**src/rtl/rv32_decode_stage_if.sv**
```systemverilog
// Fetch-side and execute-side handshake bundle of the RV32 decode stage.
// slave is the decode stage's view; master is the view of whatever surrounds it.
interface rv32_decode_stage_if;
    logic        in_valid;
    logic        in_ready;
    logic [31:0] in_pc;
    logic [31:0] in_instr;
    logic        out_valid;
    logic        out_ready;
    logic [31:0] out_pc;
    logic [31:0] out_instr;
    logic [4:0]  rs1;
    logic [4:0]  rs2;
    logic [4:0]  rd;
    logic [3:0]  alu_op;
    logic [1:0]  alu_src_a;
    logic        alu_src_b;
    logic [2:0]  imm_fmt;
    logic        reg_wr_en;
    logic        mem_rd;
    logic        mem_wr;
    logic        mem_unsigned;
    logic [2:0]  mem_size;
    logic        branch;
    logic        jump;
    logic        jalr;
    logic [2:0]  branch_op;
    logic        mdu_en;
    logic [2:0]  mdu_op;
    logic        csr_en;
    logic [1:0]  csr_op;
    logic        csr_imm;
    logic        ecall;
    logic        mret;
    logic        ebreak;
    logic        illegal;

    modport slave (
        input  in_valid, in_pc, in_instr, out_ready,
        output in_ready, out_valid, out_pc, out_instr, rs1, rs2, rd,
               alu_op, alu_src_a, alu_src_b, imm_fmt, reg_wr_en, mem_rd, mem_wr,
               mem_unsigned, mem_size, branch, jump, jalr, branch_op, mdu_en, mdu_op,
               csr_en, csr_op, csr_imm, ecall, mret, ebreak, illegal
    );

    modport master (
        output in_valid, in_pc, in_instr, out_ready,
        input  in_ready, out_valid, out_pc, out_instr, rs1, rs2, rd,
               alu_op, alu_src_a, alu_src_b, imm_fmt, reg_wr_en, mem_rd, mem_wr,
               mem_unsigned, mem_size, branch, jump, jalr, branch_op, mdu_en, mdu_op,
               csr_en, csr_op, csr_imm, ecall, mret, ebreak, illegal
    );
endinterface

```
**src/rtl/rv32_decode_stage.sv**
```systemverilog
// Registered RV32I(+M, +Zicsr) decode stage with a 2-entry skid (output reg + skid reg),
// flush, sticky EBREAK halt with resume, and a saturating illegal-instruction counter.
module rv32_decode_stage #(
    parameter bit EN_M           = 1'b1,
    parameter bit EN_ZICSR       = 1'b1,
    parameter bit HALT_ON_EBREAK = 1'b1,
    parameter int CNT_W          = 16
) (
    input  logic               clk,
    input  logic               rst_n,
    input  logic               i_flush,
    input  logic               i_resume,
    rv32_decode_stage_if.slave bus,
    output logic               o_halted,
    output logic [CNT_W-1:0]   o_illegal_count
);
    localparam logic [3:0] ALU_ADD = 4'd0, ALU_SUB = 4'd1, ALU_SLL = 4'd2, ALU_SLT = 4'd3,
                           ALU_SLTU = 4'd4, ALU_XOR = 4'd5, ALU_SRL = 4'd6, ALU_SRA = 4'd7,
                           ALU_OR = 4'd8, ALU_AND = 4'd9;
    localparam logic [2:0] IMM_I = 3'd0, IMM_S = 3'd1, IMM_B = 3'd2, IMM_U = 3'd3,
                           IMM_J = 3'd4, IMM_R = 3'd5;

    typedef struct packed {
        logic [31:0] pc;
        logic [31:0] instr;
        logic [4:0]  rs1, rs2, rd;
        logic [3:0]  alu_op;
        logic [1:0]  alu_src_a;
        logic        alu_src_b;
        logic [2:0]  imm_fmt;
        logic        reg_wr_en, mem_rd, mem_wr, mem_unsigned;
        logic [2:0]  mem_size;
        logic        branch, jump, jalr;
        logic [2:0]  branch_op;
        logic        mdu_en;
        logic [2:0]  mdu_op;
        logic        csr_en;
        logic [1:0]  csr_op;
        logic        csr_imm;
        logic        ecall, mret, ebreak, illegal;
    } bundle_t;

    bundle_t          w_dec;
    logic             w_ok;
    logic [3:0]       w_alu_f3;
    logic [6:0]       w_op, w_f7;
    logic [2:0]       w_f3;
    logic             w_in_xfer, w_out_xfer, w_out_free;
    bundle_t          r_out, r_skid;
    logic             r_out_valid, r_skid_valid, r_halted;
    logic [CNT_W-1:0] r_cnt;

    assign w_op = bus.in_instr[6:0];
    assign w_f3 = bus.in_instr[14:12];
    assign w_f7 = bus.in_instr[31:25];

    always_comb begin
        case (w_f3)
            3'b000:  w_alu_f3 = ALU_ADD;
            3'b001:  w_alu_f3 = ALU_SLL;
            3'b010:  w_alu_f3 = ALU_SLT;
            3'b011:  w_alu_f3 = ALU_SLTU;
            3'b100:  w_alu_f3 = ALU_XOR;
            3'b101:  w_alu_f3 = ALU_SRL;
            3'b110:  w_alu_f3 = ALU_OR;
            default: w_alu_f3 = ALU_AND;
        endcase
    end

    // Register fields and funct3-derived sub-ops are passed through raw; only the
    // enables and exception flags depend on legality.
    always_comb begin
        w_dec           = '0;
        w_ok            = 1'b0;
        w_dec.pc        = bus.in_pc;
        w_dec.instr     = bus.in_instr;
        w_dec.rs1       = bus.in_instr[19:15];
        w_dec.rs2       = bus.in_instr[24:20];
        w_dec.rd        = bus.in_instr[11:7];
        w_dec.mem_size  = 3'b010;
        w_dec.branch_op = w_f3;
        w_dec.mdu_op    = w_f3;
        w_dec.csr_op    = w_f3[1:0];
        w_dec.csr_imm   = w_f3[2];
        case (w_op)
            7'b0110111: begin
                w_ok = 1'b1; w_dec.imm_fmt = IMM_U; w_dec.alu_src_a = 2'b10;
                w_dec.alu_src_b = 1'b1; w_dec.reg_wr_en = 1'b1;
            end
            7'b0010111: begin
                w_ok = 1'b1; w_dec.imm_fmt = IMM_U; w_dec.alu_src_a = 2'b01;
                w_dec.alu_src_b = 1'b1; w_dec.reg_wr_en = 1'b1;
            end
            7'b1101111: begin
                w_ok = 1'b1; w_dec.imm_fmt = IMM_J; w_dec.alu_src_a = 2'b01;
                w_dec.alu_src_b = 1'b1; w_dec.jump = 1'b1; w_dec.reg_wr_en = 1'b1;
            end
            7'b1100111: begin
                w_ok = (w_f3 == 3'b000); w_dec.alu_src_b = 1'b1;
                w_dec.jump = 1'b1; w_dec.jalr = 1'b1; w_dec.reg_wr_en = 1'b1;
            end
            7'b1100011: begin
                w_ok = (w_f3 != 3'b010) && (w_f3 != 3'b011);
                w_dec.imm_fmt = IMM_B; w_dec.alu_op = ALU_SUB; w_dec.branch = 1'b1;
            end
            7'b0000011: begin
                w_ok = (w_f3 != 3'b011) && (w_f3 != 3'b110) && (w_f3 != 3'b111);
                w_dec.alu_src_b = 1'b1; w_dec.mem_rd = 1'b1; w_dec.reg_wr_en = 1'b1;
                w_dec.mem_size = {1'b0, w_f3[1:0]}; w_dec.mem_unsigned = w_f3[2];
            end
            7'b0100011: begin
                w_ok = (w_f3 <= 3'b010); w_dec.imm_fmt = IMM_S; w_dec.alu_src_b = 1'b1;
                w_dec.mem_wr = 1'b1; w_dec.mem_size = {1'b0, w_f3[1:0]};
            end
            7'b0010011: begin
                w_dec.alu_src_b = 1'b1; w_dec.reg_wr_en = 1'b1; w_dec.alu_op = w_alu_f3;
                if (w_f3 == 3'b001) begin
                    w_ok = (w_f7 == 7'h00);
                end else if (w_f3 == 3'b101) begin
                    w_ok = (w_f7 == 7'h00) || (w_f7 == 7'h20);
                    if (w_f7 == 7'h20) w_dec.alu_op = ALU_SRA;
                end else begin
                    w_ok = 1'b1;
                end
            end
            7'b0110011: begin
                w_dec.imm_fmt = IMM_R; w_dec.reg_wr_en = 1'b1;
                if (EN_M && (w_f7 == 7'h01)) begin
                    w_ok = 1'b1; w_dec.mdu_en = 1'b1;
                end else begin
                    w_dec.alu_op = w_alu_f3;
                    if (w_f7 == 7'h00) begin
                        w_ok = 1'b1;
                    end else if ((w_f7 == 7'h20) && ((w_f3 == 3'b000) || (w_f3 == 3'b101))) begin
                        w_ok = 1'b1; w_dec.alu_op = w_alu_f3 + 4'd1;
                    end
                end
            end
            7'b1110011: begin
                if ((w_f3 != 3'b000) && (w_f3 != 3'b100)) begin
                    w_ok = EN_ZICSR; w_dec.csr_en = 1'b1; w_dec.reg_wr_en = 1'b1;
                end else if (bus.in_instr == 32'h0000_0073) begin
                    w_ok = EN_ZICSR; w_dec.ecall = 1'b1;
                end else if (bus.in_instr == 32'h3020_0073) begin
                    w_ok = EN_ZICSR; w_dec.mret = 1'b1;
                end else if (bus.in_instr == 32'h0010_0073) begin
                    w_ok = 1'b1; w_dec.ebreak = 1'b1;
                end
            end
            default: w_ok = 1'b0;
        endcase
        if (!w_ok) begin
            w_dec.illegal   = 1'b1;
            w_dec.reg_wr_en = 1'b0; w_dec.mem_rd = 1'b0; w_dec.mem_wr = 1'b0;
            w_dec.branch    = 1'b0; w_dec.jump   = 1'b0; w_dec.jalr   = 1'b0;
            w_dec.mdu_en    = 1'b0; w_dec.csr_en = 1'b0;
            w_dec.ecall     = 1'b0; w_dec.mret   = 1'b0; w_dec.ebreak = 1'b0;
        end
    end

    assign bus.in_ready = !r_skid_valid && !r_halted;
    assign w_in_xfer    = bus.in_valid && bus.in_ready;
    assign w_out_xfer   = r_out_valid && bus.out_ready;
    assign w_out_free   = !r_out_valid || bus.out_ready;

    // The skid can only be occupied while in_ready is low, so it never competes with a new accept.
    always_ff @(posedge clk or negedge rst_n) begin
        if (!rst_n) begin
            r_out           <= '0;
            r_out.mem_size  <= 3'b010;
            r_skid          <= '0;
            r_skid.mem_size <= 3'b010;
            r_out_valid     <= 1'b0;
            r_skid_valid    <= 1'b0;
            r_halted        <= 1'b0;
            r_cnt           <= '0;
        end else begin
            if (i_flush) begin
                r_out_valid  <= 1'b0;
                r_skid_valid <= 1'b0;
            end else if (w_out_free) begin
                if (r_skid_valid) begin
                    r_out        <= r_skid;
                    r_out_valid  <= 1'b1;
                    r_skid_valid <= 1'b0;
                end else if (w_in_xfer) begin
                    r_out       <= w_dec;
                    r_out_valid <= 1'b1;
                end else begin
                    r_out_valid <= 1'b0;
                end
            end else if (w_in_xfer) begin
                r_skid       <= w_dec;
                r_skid_valid <= 1'b1;
            end
            if (w_out_xfer && r_out.illegal && (r_cnt != '1)) r_cnt <= r_cnt + CNT_W'(1);
            if (i_resume) begin
                r_halted <= 1'b0;
            end else if (HALT_ON_EBREAK && w_in_xfer && !i_flush && w_dec.ebreak) begin
                r_halted <= 1'b1;
            end
        end
    end

    assign o_halted        = r_halted;
    assign o_illegal_count = r_cnt;
    assign bus.out_valid   = r_out_valid;
    assign bus.out_pc      = r_out.pc;
    assign bus.out_instr   = r_out.instr;
    assign bus.rs1         = r_out.rs1;
    assign bus.rs2         = r_out.rs2;
    assign bus.rd          = r_out.rd;
    assign bus.alu_op      = r_out.alu_op;
    assign bus.alu_src_a   = r_out.alu_src_a;
    assign bus.alu_src_b   = r_out.alu_src_b;
    assign bus.imm_fmt     = r_out.imm_fmt;
    assign bus.reg_wr_en   = r_out.reg_wr_en;
    assign bus.mem_rd      = r_out.mem_rd;
    assign bus.mem_wr      = r_out.mem_wr;
    assign bus.mem_unsigned = r_out.mem_unsigned;
    assign bus.mem_size    = r_out.mem_size;
    assign bus.branch      = r_out.branch;
    assign bus.jump        = r_out.jump;
    assign bus.jalr        = r_out.jalr;
    assign bus.branch_op   = r_out.branch_op;
    assign bus.mdu_en      = r_out.mdu_en;
    assign bus.mdu_op      = r_out.mdu_op;
    assign bus.csr_en      = r_out.csr_en;
    assign bus.csr_op      = r_out.csr_op;
    assign bus.csr_imm     = r_out.csr_imm;
    assign bus.ecall       = r_out.ecall;
    assign bus.mret        = r_out.mret;
    assign bus.ebreak      = r_out.ebreak;
    assign bus.illegal     = r_out.illegal;
endmodule

```
**src/flat_wrapper.sv**
```systemverilog
// flat-port wrapper written by rule: the top's interface ports become plain ports
module rv32_decode_stage_flat 
#(
    parameter bit EN_M           = 1'b1,
    parameter bit EN_ZICSR       = 1'b1,
    parameter bit HALT_ON_EBREAK = 1'b1,
    parameter int CNT_W          = 16
)
  (clk, rst_n, i_flush, i_resume, o_halted, o_illegal_count, bus_in_valid, bus_in_pc, bus_in_instr, bus_out_ready, bus_in_ready, bus_out_valid, bus_out_pc, bus_out_instr, bus_rs1, bus_rs2, bus_rd, bus_alu_op, bus_alu_src_a, bus_alu_src_b, bus_imm_fmt, bus_reg_wr_en, bus_mem_rd, bus_mem_wr, bus_mem_unsigned, bus_mem_size, bus_branch, bus_jump, bus_jalr, bus_branch_op, bus_mdu_en, bus_mdu_op, bus_csr_en, bus_csr_op, bus_csr_imm, bus_ecall, bus_mret, bus_ebreak, bus_illegal);
  rv32_decode_stage_if bus_i ();
  input  logic clk;
  input  logic rst_n;
  input  logic i_flush;
  input  logic i_resume;
  output logic o_halted;
  output logic [CNT_W-1:0] o_illegal_count;
  input wire logic [$bits(bus_i.in_valid)-1:0] bus_in_valid;
  input wire logic [$bits(bus_i.in_pc)-1:0] bus_in_pc;
  input wire logic [$bits(bus_i.in_instr)-1:0] bus_in_instr;
  input wire logic [$bits(bus_i.out_ready)-1:0] bus_out_ready;
  output wire logic [$bits(bus_i.in_ready)-1:0] bus_in_ready;
  output wire logic [$bits(bus_i.out_valid)-1:0] bus_out_valid;
  output wire logic [$bits(bus_i.out_pc)-1:0] bus_out_pc;
  output wire logic [$bits(bus_i.out_instr)-1:0] bus_out_instr;
  output wire logic [$bits(bus_i.rs1)-1:0] bus_rs1;
  output wire logic [$bits(bus_i.rs2)-1:0] bus_rs2;
  output wire logic [$bits(bus_i.rd)-1:0] bus_rd;
  output wire logic [$bits(bus_i.alu_op)-1:0] bus_alu_op;
  output wire logic [$bits(bus_i.alu_src_a)-1:0] bus_alu_src_a;
  output wire logic [$bits(bus_i.alu_src_b)-1:0] bus_alu_src_b;
  output wire logic [$bits(bus_i.imm_fmt)-1:0] bus_imm_fmt;
  output wire logic [$bits(bus_i.reg_wr_en)-1:0] bus_reg_wr_en;
  output wire logic [$bits(bus_i.mem_rd)-1:0] bus_mem_rd;
  output wire logic [$bits(bus_i.mem_wr)-1:0] bus_mem_wr;
  output wire logic [$bits(bus_i.mem_unsigned)-1:0] bus_mem_unsigned;
  output wire logic [$bits(bus_i.mem_size)-1:0] bus_mem_size;
  output wire logic [$bits(bus_i.branch)-1:0] bus_branch;
  output wire logic [$bits(bus_i.jump)-1:0] bus_jump;
  output wire logic [$bits(bus_i.jalr)-1:0] bus_jalr;
  output wire logic [$bits(bus_i.branch_op)-1:0] bus_branch_op;
  output wire logic [$bits(bus_i.mdu_en)-1:0] bus_mdu_en;
  output wire logic [$bits(bus_i.mdu_op)-1:0] bus_mdu_op;
  output wire logic [$bits(bus_i.csr_en)-1:0] bus_csr_en;
  output wire logic [$bits(bus_i.csr_op)-1:0] bus_csr_op;
  output wire logic [$bits(bus_i.csr_imm)-1:0] bus_csr_imm;
  output wire logic [$bits(bus_i.ecall)-1:0] bus_ecall;
  output wire logic [$bits(bus_i.mret)-1:0] bus_mret;
  output wire logic [$bits(bus_i.ebreak)-1:0] bus_ebreak;
  output wire logic [$bits(bus_i.illegal)-1:0] bus_illegal;
  assign bus_i.in_valid = bus_in_valid;
  assign bus_i.in_pc = bus_in_pc;
  assign bus_i.in_instr = bus_in_instr;
  assign bus_i.out_ready = bus_out_ready;
  assign bus_in_ready = bus_i.in_ready;
  assign bus_out_valid = bus_i.out_valid;
  assign bus_out_pc = bus_i.out_pc;
  assign bus_out_instr = bus_i.out_instr;
  assign bus_rs1 = bus_i.rs1;
  assign bus_rs2 = bus_i.rs2;
  assign bus_rd = bus_i.rd;
  assign bus_alu_op = bus_i.alu_op;
  assign bus_alu_src_a = bus_i.alu_src_a;
  assign bus_alu_src_b = bus_i.alu_src_b;
  assign bus_imm_fmt = bus_i.imm_fmt;
  assign bus_reg_wr_en = bus_i.reg_wr_en;
  assign bus_mem_rd = bus_i.mem_rd;
  assign bus_mem_wr = bus_i.mem_wr;
  assign bus_mem_unsigned = bus_i.mem_unsigned;
  assign bus_mem_size = bus_i.mem_size;
  assign bus_branch = bus_i.branch;
  assign bus_jump = bus_i.jump;
  assign bus_jalr = bus_i.jalr;
  assign bus_branch_op = bus_i.branch_op;
  assign bus_mdu_en = bus_i.mdu_en;
  assign bus_mdu_op = bus_i.mdu_op;
  assign bus_csr_en = bus_i.csr_en;
  assign bus_csr_op = bus_i.csr_op;
  assign bus_csr_imm = bus_i.csr_imm;
  assign bus_ecall = bus_i.ecall;
  assign bus_mret = bus_i.mret;
  assign bus_ebreak = bus_i.ebreak;
  assign bus_illegal = bus_i.illegal;
  rv32_decode_stage #(.EN_M(EN_M), .EN_ZICSR(EN_ZICSR), .HALT_ON_EBREAK(HALT_ON_EBREAK), .CNT_W(CNT_W)) u_core (.clk(clk), .rst_n(rst_n), .i_flush(i_flush), .i_resume(i_resume), .bus(bus_i), .o_halted(o_halted), .o_illegal_count(o_illegal_count));
endmodule
```
**config.mk**
```make
export PLATFORM = sky130hd
export DESIGN_NAME = rv32_decode_stage_flat
export DESIGN_NICKNAME = d
export VERILOG_FILES = /design/src/rtl/rv32_decode_stage_if.sv /design/src/rtl/rv32_decode_stage.sv /design/src/flat_wrapper.sv
export SDC_FILE = /design/constraint.sdc
export NUM_CORES = 1
export LEC_CHECK = 0
export ABC_AREA = 0
export BUFFER_PORTS_ARGS = -buffer_cell sky130_fd_sc_hd__buf_2
export CAP_MARGIN = 30
export CORE_AREA = 2 2 125 217
export DETAILED_ROUTE_END_ITERATION = 10
export DIE_AREA = 0 0 127 219
export GPL_ROUTABILITY_DRIVEN = 0
export GPL_TIMING_DRIVEN = 0
export MAX_ROUTING_LAYER = met4
export PLACE_DENSITY = 0.6
export SLEW_MARGIN = 20
export SYNTH_ARGS = -nofsm -noshare
export SYNTH_HDL_FRONTEND = slang
export SYNTH_SLANG_ARGS = --single-unit
```
**constraint.sdc**
```tcl
create_clock -name clk -period 2.75 [get_ports clk]
set_clock_uncertainty 0.2 [all_clocks]
set_input_delay 0.1375 -clock clk [delete_from_list [all_inputs] [get_ports clk]]
set_output_delay 0.1375 -clock clk [all_outputs]
set_load 0.1 [all_outputs]
```
After elaboration in Yosys (flattened, before gate mapping)
Cells that the tools add are included.

Memory bits (read-only): 0. Memories kept: 0. Memory bits (writable): 0. Bits in registers: 244. Word-level logic and storage cells: 179. Bits in latches: 0. Bits of input ports: 70. Output and inout bits: 133.

Multipliers: 0. Muxes and demuxes: 55. Equality and inequality tests: 27. Order comparisons: 1. Add/sub/neg operators: 2. Div/mod/pow operators: 0. Reduce and logical (&&, ||, !) cells: 35. Shift operators: 0. Bitwise operators: 2.

Operators with widths (count): $mux 114 (2); $mux 1 (34); $eq 32x21->1 const B (1); $eq 32x30->1 const B (1); $eq 32x7->1 const B (1); $eq 7x6->1 const B (4); $eq 7x7->1 const B (4); $mux 4 (7); $pmux 4 s7 (1); $add 16x1->16 const B (1); $ne 16x16->1 const B (1); $pmux 3 s5 (1); $eq 7x5->1 const B (2); $reduce_or 7->1 (2); $logic_and 1x1->1 (12); $mux 3 (4); $pmux 4 s3 (1); $eq 3x3->1 const B (3); $ne 3x3->1 const B (3); $pmux 1 s8 (1); $reduce_or 2->1 (4); $eq 7x1->1 const B (1); $eq 7x2->1 const B (1); $logic_not 7->1 (1); other kinds (16) (29).

Longest topological paths before layout
Gate-level depths: netlist of run 1.

Word-level depth: 11. Mapped depth: 8. Depth with buffers taken out: 7.

Worst setup path before layout of run 1
No wires, ideal clock.

Path type: register to register. From: register u_core.r_halted, in the netlist u_core.o_halted. To: register u_core.r_out, in the netlist u_core.bus.branch_op[1]. Arrival: 2.517 ns. Buffers on the path: 3. Cell stages (with the launch flop): 9. Required time: 2.467 ns. Clock period less this slack: 2.799 ns. Library setup time: 0.083 ns. Path slack: -0.049 ns. Path through: dfrtp_1 -> inv_1 -> a21oi_1 -> or3_1 -> clkbuf_1 -> buf_1 -> buf_1 -> nand2_1 -> o21ai_0.

Word-level cells in the longest chain between the ends: 5.

RTL lines: start: declaration (RTL line rv32_decode_stage.sv:50) `logic r_out_valid, r_skid_valid, r_halted;`; start signal: assignment (RTL line rv32_decode_stage.sv:175) `r_halted <= 1'b0;`; start signal: assignment (RTL line rv32_decode_stage.sv:198) `r_halted <= 1'b0;`; start signal: assignment (RTL line rv32_decode_stage.sv:200) `r_halted <= 1'b1;`; $logic_not 1->1 (RTL line rv32_decode_stage.sv:161) `assign bus.in_ready = !r_skid_valid && !r_halted;`; $logic_and 1x1->1 (RTL line rv32_decode_stage.sv:161); $logic_and 1x1->1 (RTL line rv32_decode_stage.sv:162) `assign w_in_xfer = bus.in_valid && bus.in_ready;`; $reduce_bool 2->1 (no line); $reduce_and 3->1 (no line); end signal: assignment (RTL line rv32_decode_stage.sv:183) `r_out <= r_skid;`; end signal: assignment (RTL line rv32_decode_stage.sv:187) `r_out <= w_dec;`; end: declaration (RTL line rv32_decode_stage.sv:49) `bundle_t r_out, r_skid;`.

No other way between the ends. A chain may end at the register's enable or synchronous reset.

Worst setup path in the final report of run 1
From: input port bus_in_instr[31]. To: register u_core.r_out, in the netlist u_core.bus.reg_wr_en.

Word-level cells in the longest chain between the ends: 9. Elaborated cells on any way between the ends: 21. Those cells by class: eq/ne: 5; mux: 13; reduce/logical: 3.

RTL lines: start: declaration (RTL line flat_wrapper.sv:19) `input wire logic [$bits(bus_i.in_instr)-1:0] bus_in_instr;`; $eq 32x21->1 or $eq 7x6->1 (tied branches) (RTL line rv32_decode_stage.sv:146, rv32_decode_stage.sv:120, rv32_decode_stage.sv:134); $mux 1 or $logic_and 1x1->1 (tied branches) (RTL line rv32_decode_stage.sv:146, rv32_decode_stage.sv:134); $mux 1 (on tied branches) (RTL line rv32_decode_stage.sv:144, rv32_decode_stage.sv:134); $mux 1 (on tied branches) (RTL line rv32_decode_stage.sv:142, rv32_decode_stage.sv:132); $mux 1 (on tied branches) (RTL line rv32_decode_stage.sv:140, rv32_decode_stage.sv:128); $pmux 1 s8 * (RTL line rv32_decode_stage.sv:85) `case (w_op)`; $mux 3 * (RTL line rv32_decode_stage.sv:152) `if (!w_ok) begin`; $mux 114 * (RTL line rv32_decode_stage.sv:186) `end else if (w_in_xfer) begin`; $mux 114 * (RTL line rv32_decode_stage.sv:182) `if (r_skid_valid) begin`.

Mark *: on every way between the ends. The rest lies on a longest branch, timed or not. The select of a mux whose other input is x is not followed.

==> qor.txt, run 1 <==
Reg area -> 4930 um^2
Pleak -> 5.44 nW
RSZ-0062 raised after global routing -> no
Endpoints failing setup -> 0
Post-synth EDFFs -> 0
Multi-input logic area -> 3640 um^2
Pre-CTS setup slack -> -0.476 ns
Synth Cell Area -> 8980 um^2
Top FF cell, synth -> dfrtp_1
Fin crit period -> 2.69 ns
CTS Root Cell -> clkbuf_16
Asr flop ratio synth -> 1.00
Row count -> 78
Internal -> 5.43 mW
Worst Path Arrival -> 2.84 ns
DR WL/cell -> 17.6 um
First-pass GRT wire length -> 40.2 mm
GRT Resource Usage Total -> 0.193
Vias in the first global route -> 7528
CP Class -> input port to register
# DRC -> 0
Height of the die -> 219 um
Core area -> 26000 um^2
CTS Buf Count -> 17
VDD IR max -> 0.590 mV
TritonCTS clock tree -> done
Vias -> 7338
Fin util -> 0.453
DRC marker count from the first detailed-route iteration -> 420
Headroom to the max-slew limit -> 0.461
Final Hold Fails -> 0
Ranking of synthesized cells by area -> dfrtp_1 (54%), mux2_2 (8.0%), mux2i_1 (7.5%)
Req. time, crit path -> 2.90 ns
I/O Buffers -> 200
Register area share after synthesis -> 0.549
Fillers -> 2481
HP Class -> input port to register
Period utilisation layout -> 0.979
Deepest clock path buffer count -> 2
Nets@finish -> 1202
Grt ovf -> 0
Final setup margin -> 0.0579 ns
Net Count, Synth -> 913
MaxCap Viol Count -> 0
Syn Inst Count -> 839
ANT cells -> 0
Startpoint Class -> input port
DIE AREA -> 27800 um^2
Fin cells -> 1461
FF+latch count, synth -> 197
Avg Inst Size Synth -> 10.7 um^2
Unique masters post-synth -> 52
Layout Area Growth over Synthesis -> 30.8%
Highest Clock Rate -> 0.371 GHz
Clock power share -> 0.272
Max-slew violations -> 0
Htree depth -> 4
Cells after DPL -> 1361
Post-DP HPWL -> 18.6 mm
Largest net degree at the start of global routing -> 95
Clk slew on worst S/H paths -> 0.07 ns
Sequential power share -> 0.391
CP endpoint kind -> register
Die Width -> 127 um
Yosys warns -> 0
DR pass1 iterations -> 4
Clock sink count -> 197
Initial core utilization -> 0.346
Top cell type's share of synthesized area -> 0.543
Worst-skew pair later-pin latency -> 0.44 ns
Outcome -> finished, final reports clean
Share of layout cells above drive strength 1 -> 0.296
Synth area leader -> dfrtp_1
Power Density -> 786 nW/um^2
Switch share -> 0.412
Ports -> 203
Via-per-instance ratio -> 5.02
Final ANT Viol Nets -> 0
NetSw -> 3.81 mW
Antenna violations before repair -> 0
Post-route setup TNS -> 0 ns
Gate power share -> 0.337
Critical path fanouts, max -> 4
WL final -> 25.7 mm
Worst-Margin Slew -> 0.808 ns
[final cells by class]
class,instances,share of cell area
timing repair buffer,272,0.151
inverter,8,0.00256
buffer,77,0.0329
sequential,197,0.420
multi-input combinational,555,0.310
clock buffer,23,0.0407
clock inverter,9,0.00862
tap,320,0.0341
[kinds of logic (layout without fill, tap and decap cells)]
kind of cell / after synthesis / after routing / share of synthesized area
fa+ha+maj: 4 / 4 / 0.00557
mux: 133 / 133 / 0.157
compound gates: 165 / 165 / 0.102
xor+xnor: 15 / 15 / 0.0146
simple gates: 237 / 237 / 0.124
flops: 197 / 197 / 0.549
buf+inv: 87 / 389 / 0.0468
other cells: 1 / 1 / 0.000417
[registers in the layout, summed over array words and instances (netlist names), 2 cells and up]
register	flops
u_core.r_skid	89
u_core.o_illegal_count	16
u_core.bus.rs1	4
u_core.bus.mem_size	2
u_core.bus.out_instr	18
u_core.bus.alu_op	4
u_core.bus.imm_fmt	3
u_core.bus.rd	4
u_core.bus.alu_src_a	2
u_core.bus.out_pc	32
u_core.bus.rs2	4
[worst max-delay path: stages]
cell and delay (ns):
dlygate4sd3_1 0.55, buf_2 0.18, or4_4 0.56, or3_4 0.42
a2111o_1 0.44, a21oi_2 0.22, nor2_2 0.07, o41ai_2 0.27
[synth_stat cells, drive strengths merged (2+ instances only)]
cell and n:
inv 8, dfrtp 195, nor2 28, a211oi 2, nand4 12, nor3b 3, xor2 5, o21a 3
o211ai 3, mux2i 67, nor4 8, buf 33, nand3 9, nor2b 2, nand2b 4, and3 11
dfstp 2, or4 2, clkbuf 46, o21ai 108, and4 3, ha 4, nor3 14, a21oi 28
o31ai 7, and2 5, or3 5, o41ai 4, mux2 66, a21boi 3, xnor2 10, nand2 127
a31oi 3
[per-stage QoR]
stage	instance area, um^2	hold WS, ns	total power, mW
final	11800	0.0421	9.24
after global routing	11800	0.0456	9.62
after CTS	11700	0.0170	9.35
after detailed placement	10500	-0.183	6.72
after global placement	10400	0.106	6.66
after floorplan	8980	-0.358	6.10
[per-layer routing]
layer	share of wire	global-route usage	up-vias	routed length, um
li1	-	-	3473	-
met1	0.40	0.212	3617	10200
met2	0.52	0.334	190	13300
met3	0.037	0.0314	58	959
met4	0.046	0.105	0	1190
met5	0	-	-	0
[path summary, 6_finish.rpt]
path,from,to,slack (ns),cells after the start
min in group asynchronous,rst_n,u_core.bus.rs2[3],0.54,4
hold / removal,bus_in_instr[14],u_core.r_skid[34],0.04,4
setup / recovery,bus_in_instr[31],u_core.bus.reg_wr_en,0.06,8
setup reg to reg,u_core.r_skid_valid,u_core.r_skid[23],0.22,7
hold reg to reg,u_core.bus.out_pc[3],u_core.bus.out_pc[3],0.27,2
max in group asynchronous,rst_n,u_core.bus.out_pc[19],0.88,5
[repair_timing]
item / in CTS / in global routing
gates resized for setup: 2 / 4
buffers inserted: 0 / 0
setup endpoints to repair: 36 / 55
cloned: 0 / 0
hold endpoints to repair: 230 / 0
hold buffers: 70 / 0
[power groups by stage]
stage	Clock, mW	Sequential [mW]	Combinational [mW]
4_1_cts	2.60	3.62	3.13
3_3_place_gp	0	3.65	3.01
6_report	2.51	3.61	3.11
5_1_grt	2.69	3.67	3.25
2_1_floorplan	0	5.05	1.04
3_5_place_dp	0	3.67	3.05
[cell usage in the layout (no fill, tap or decap), drive strengths merged, types with 5 or more instances in the layout]
| master | synthesis | final |
|---|---|---|
| mux2i | 67 | 67 |
| clkbuf | 46 | 70 |
| nor2 | 28 | 28 |
| and3 | 11 | 11 |
| clkinv | 0 | 6 |
| dlygate4sd3 | 0 | 69 |
| nand2 | 127 | 127 |
| nand3 | 9 | 9 |
| inv | 8 | 8 |
| o21ai | 108 | 108 |
| mux2 | 66 | 66 |
| dfrtp | 195 | 195 |
| xor2 | 5 | 5 |
| o31ai | 7 | 7 |
| nor3 | 14 | 14 |
| buf | 33 | 233 |
| nor4 | 8 | 8 |
| or3 | 5 | 5 |
| xnor2 | 10 | 10 |
| a21oi | 28 | 28 |
| and2 | 5 | 5 |
| nand4 | 12 | 12 |
Power figures use the tool's default switching activity.
==> run 2: changes to the inputs <==
--- a/config.mk
+++ b/config.mk
@@ -14,7 +14,7 @@
 export GPL_ROUTABILITY_DRIVEN = 0
 export GPL_TIMING_DRIVEN = 0
 export MAX_ROUTING_LAYER = met4
-export PLACE_DENSITY = 0.6
+export PLACE_DENSITY = 0.58
 export SLEW_MARGIN = 20
 export SYNTH_ARGS = -nofsm -noshare
 export SYNTH_HDL_FRONTEND = slang
==> qor.txt, run 2 (same netlist as run 1, synthesis figures left out) <==
Outcome -> finished, final reports clean
I/O Buffers -> 200
Htree depth -> 4
Period utilisation layout -> 0.961
Worst-Margin Slew -> 0.841 ns
HP Class -> input port to register
Max reg flops -> 89
Core area -> 26000 um^2
# DRC -> 0
Vias -> 7337
Fin crit period -> 2.64 ns
Startpoint Class -> input port
Share of layout cells above drive strength 1 -> 0.296
TritonCTS clock tree -> done
GRT Resource Usage Total -> 0.196
VDD IR max -> 0.648 mV
Post-route setup TNS -> 0 ns
First-pass GRT wire length -> 40.6 mm
Power Density -> 803 nW/um^2
Antenna violations before repair -> 0
Via-per-instance ratio -> 5.01
Initial core utilization -> 0.346
Clock sink count -> 197
Ports -> 203
Largest net degree at the start of global routing -> 87
Nets@finish -> 1205
DR pass1 iterations -> 5
Post-DP HPWL -> 18.7 mm
CTS Root Cell -> clkbuf_16
Commonest non-fill, non-tap cells in the layout -> buf_2 (199), dfrtp_1 (193), nand2_1 (127)
Final instance area -> 11900 um^2
Grt ovf -> 0
Post-DP Area -> 10500 um^2
Clk slew on worst S/H paths -> 0.07 ns
ANT cells -> 0
Layout Area Growth over Synthesis -> 32.2%
Worst-skew pair later-pin latency -> 0.45 ns
Critical path fanouts, max -> 4
Tot Pwr -> 9.54 mW
CP endpoint kind -> register
Die Width -> 127 um
Largest Register -> u_core.r_skid
Height of the die -> 219 um
Fin util -> 0.457
Worst Path Arrival -> 2.79 ns
Final ANT Viol Nets -> 0
Endpoints failing setup -> 0
CP Class -> input port to register
Highest Clock Rate -> 0.378 GHz
MaxCap Viol Count -> 0
Row count -> 78
CTS Buf Count -> 17
RSZ-0062 raised after global routing -> no
DR WL/cell -> 17.7 um
DRC marker count from the first detailed-route iteration -> 380
Max-slew violations -> 0
Pleak -> 5.50 nW
DIE AREA -> 27800 um^2
WL final -> 25.9 mm
Deepest clock path buffer count -> 2
Commonest non-fill, non-tap cell in the layout -> buf_2
Final Hold Fails -> 0
Vias in the first global route -> 7393
Req. time, crit path -> 2.90 ns
Headroom to the max-slew limit -> 0.439
-- run 2: through the flow --
stage / setup WS (ns) / cells / hold WS (ns)
after floorplan: 0.00550 / 839 / -0.358
after global placement: -2.52 / 1359 / 0.106
after detailed placement: -0.467 / 1361 / -0.178
after CTS: 0.0307 / 1465 / 0.00807
after global routing: 0.0140 / 1464 / 0.0479
final: 0.107 / 1464 / 0.0278
-- run 2: path summary, 6_finish.rpt --
kind | startpoint | endpoint | slack, ns | cells past startpoint
max in group asynchronous | rst_n | u_core.bus.out_pc[12] | 0.95 | 5
max reg2reg | u_core.r_skid_valid | u_core.r_skid[17] | 0.25 | 7
min | bus_in_instr[14] | u_core.r_skid[34] | 0.03 | 4
max | bus_in_instr[31] | u_core.bus.reg_wr_en | 0.11 | 8
min in group asynchronous | rst_n | u_core.r_skid[43] | 0.54 | 4
min reg2reg | u_core.bus.out_pc[4] | u_core.bus.out_pc[4] | 0.27 | 2
-- run 2: critical path, stage by stage --
cell	delay, ns
dlygate4sd3_1	0.53
buf_2	0.17
or4_4	0.56
or3_4	0.41
a2111o_1	0.44
a21oi_2	0.21
nor2_2	0.07
o41ai_2	0.26
-- run 2: cell type report --
type                    count  area, um^2
well taps                 320         400
multi-input cells         555        3660
fillers                  2498       14100
flip-flops and latches    197        4930
plain buffers              77         387
repair buffers            275        1810
clock buffers              24         492
inverters                   8        30.0
clock inverters             8         170
-- run 2: per-layer routing --
| layer | vias to the layer above | global-route usage | part of all wire |
|---|---|---|---|
| met5 | - | - | 0 |
| li1 | 3490 | - | - |
| met3 | 54 | 0.0327 | 0.041 |
| met2 | 189 | 0.337 | 0.52 |
| met1 | 3604 | 0.218 | 0.40 |
| met4 | 0 | 0.0985 | 0.039 |
-- run 2: repair_timing --
action                                  4_1_cts  5_1_grt
buffers inserted                              0        0
endpoints found under the setup margin       32       58
endpoints found under the hold margin       242        0
hold buffers                                 73        0
gates resized for setup                       2        6
-- run 2: report_power, final --
part	total (mW)	internal (mW)	switching, mW	leakage [nW]
combinational	3.11	0.673	2.43	2.67
clock	2.81	1.71	1.10	0.317
sequential	3.62	3.35	0.270	2.51
total	9.54	5.73	3.80	5.50
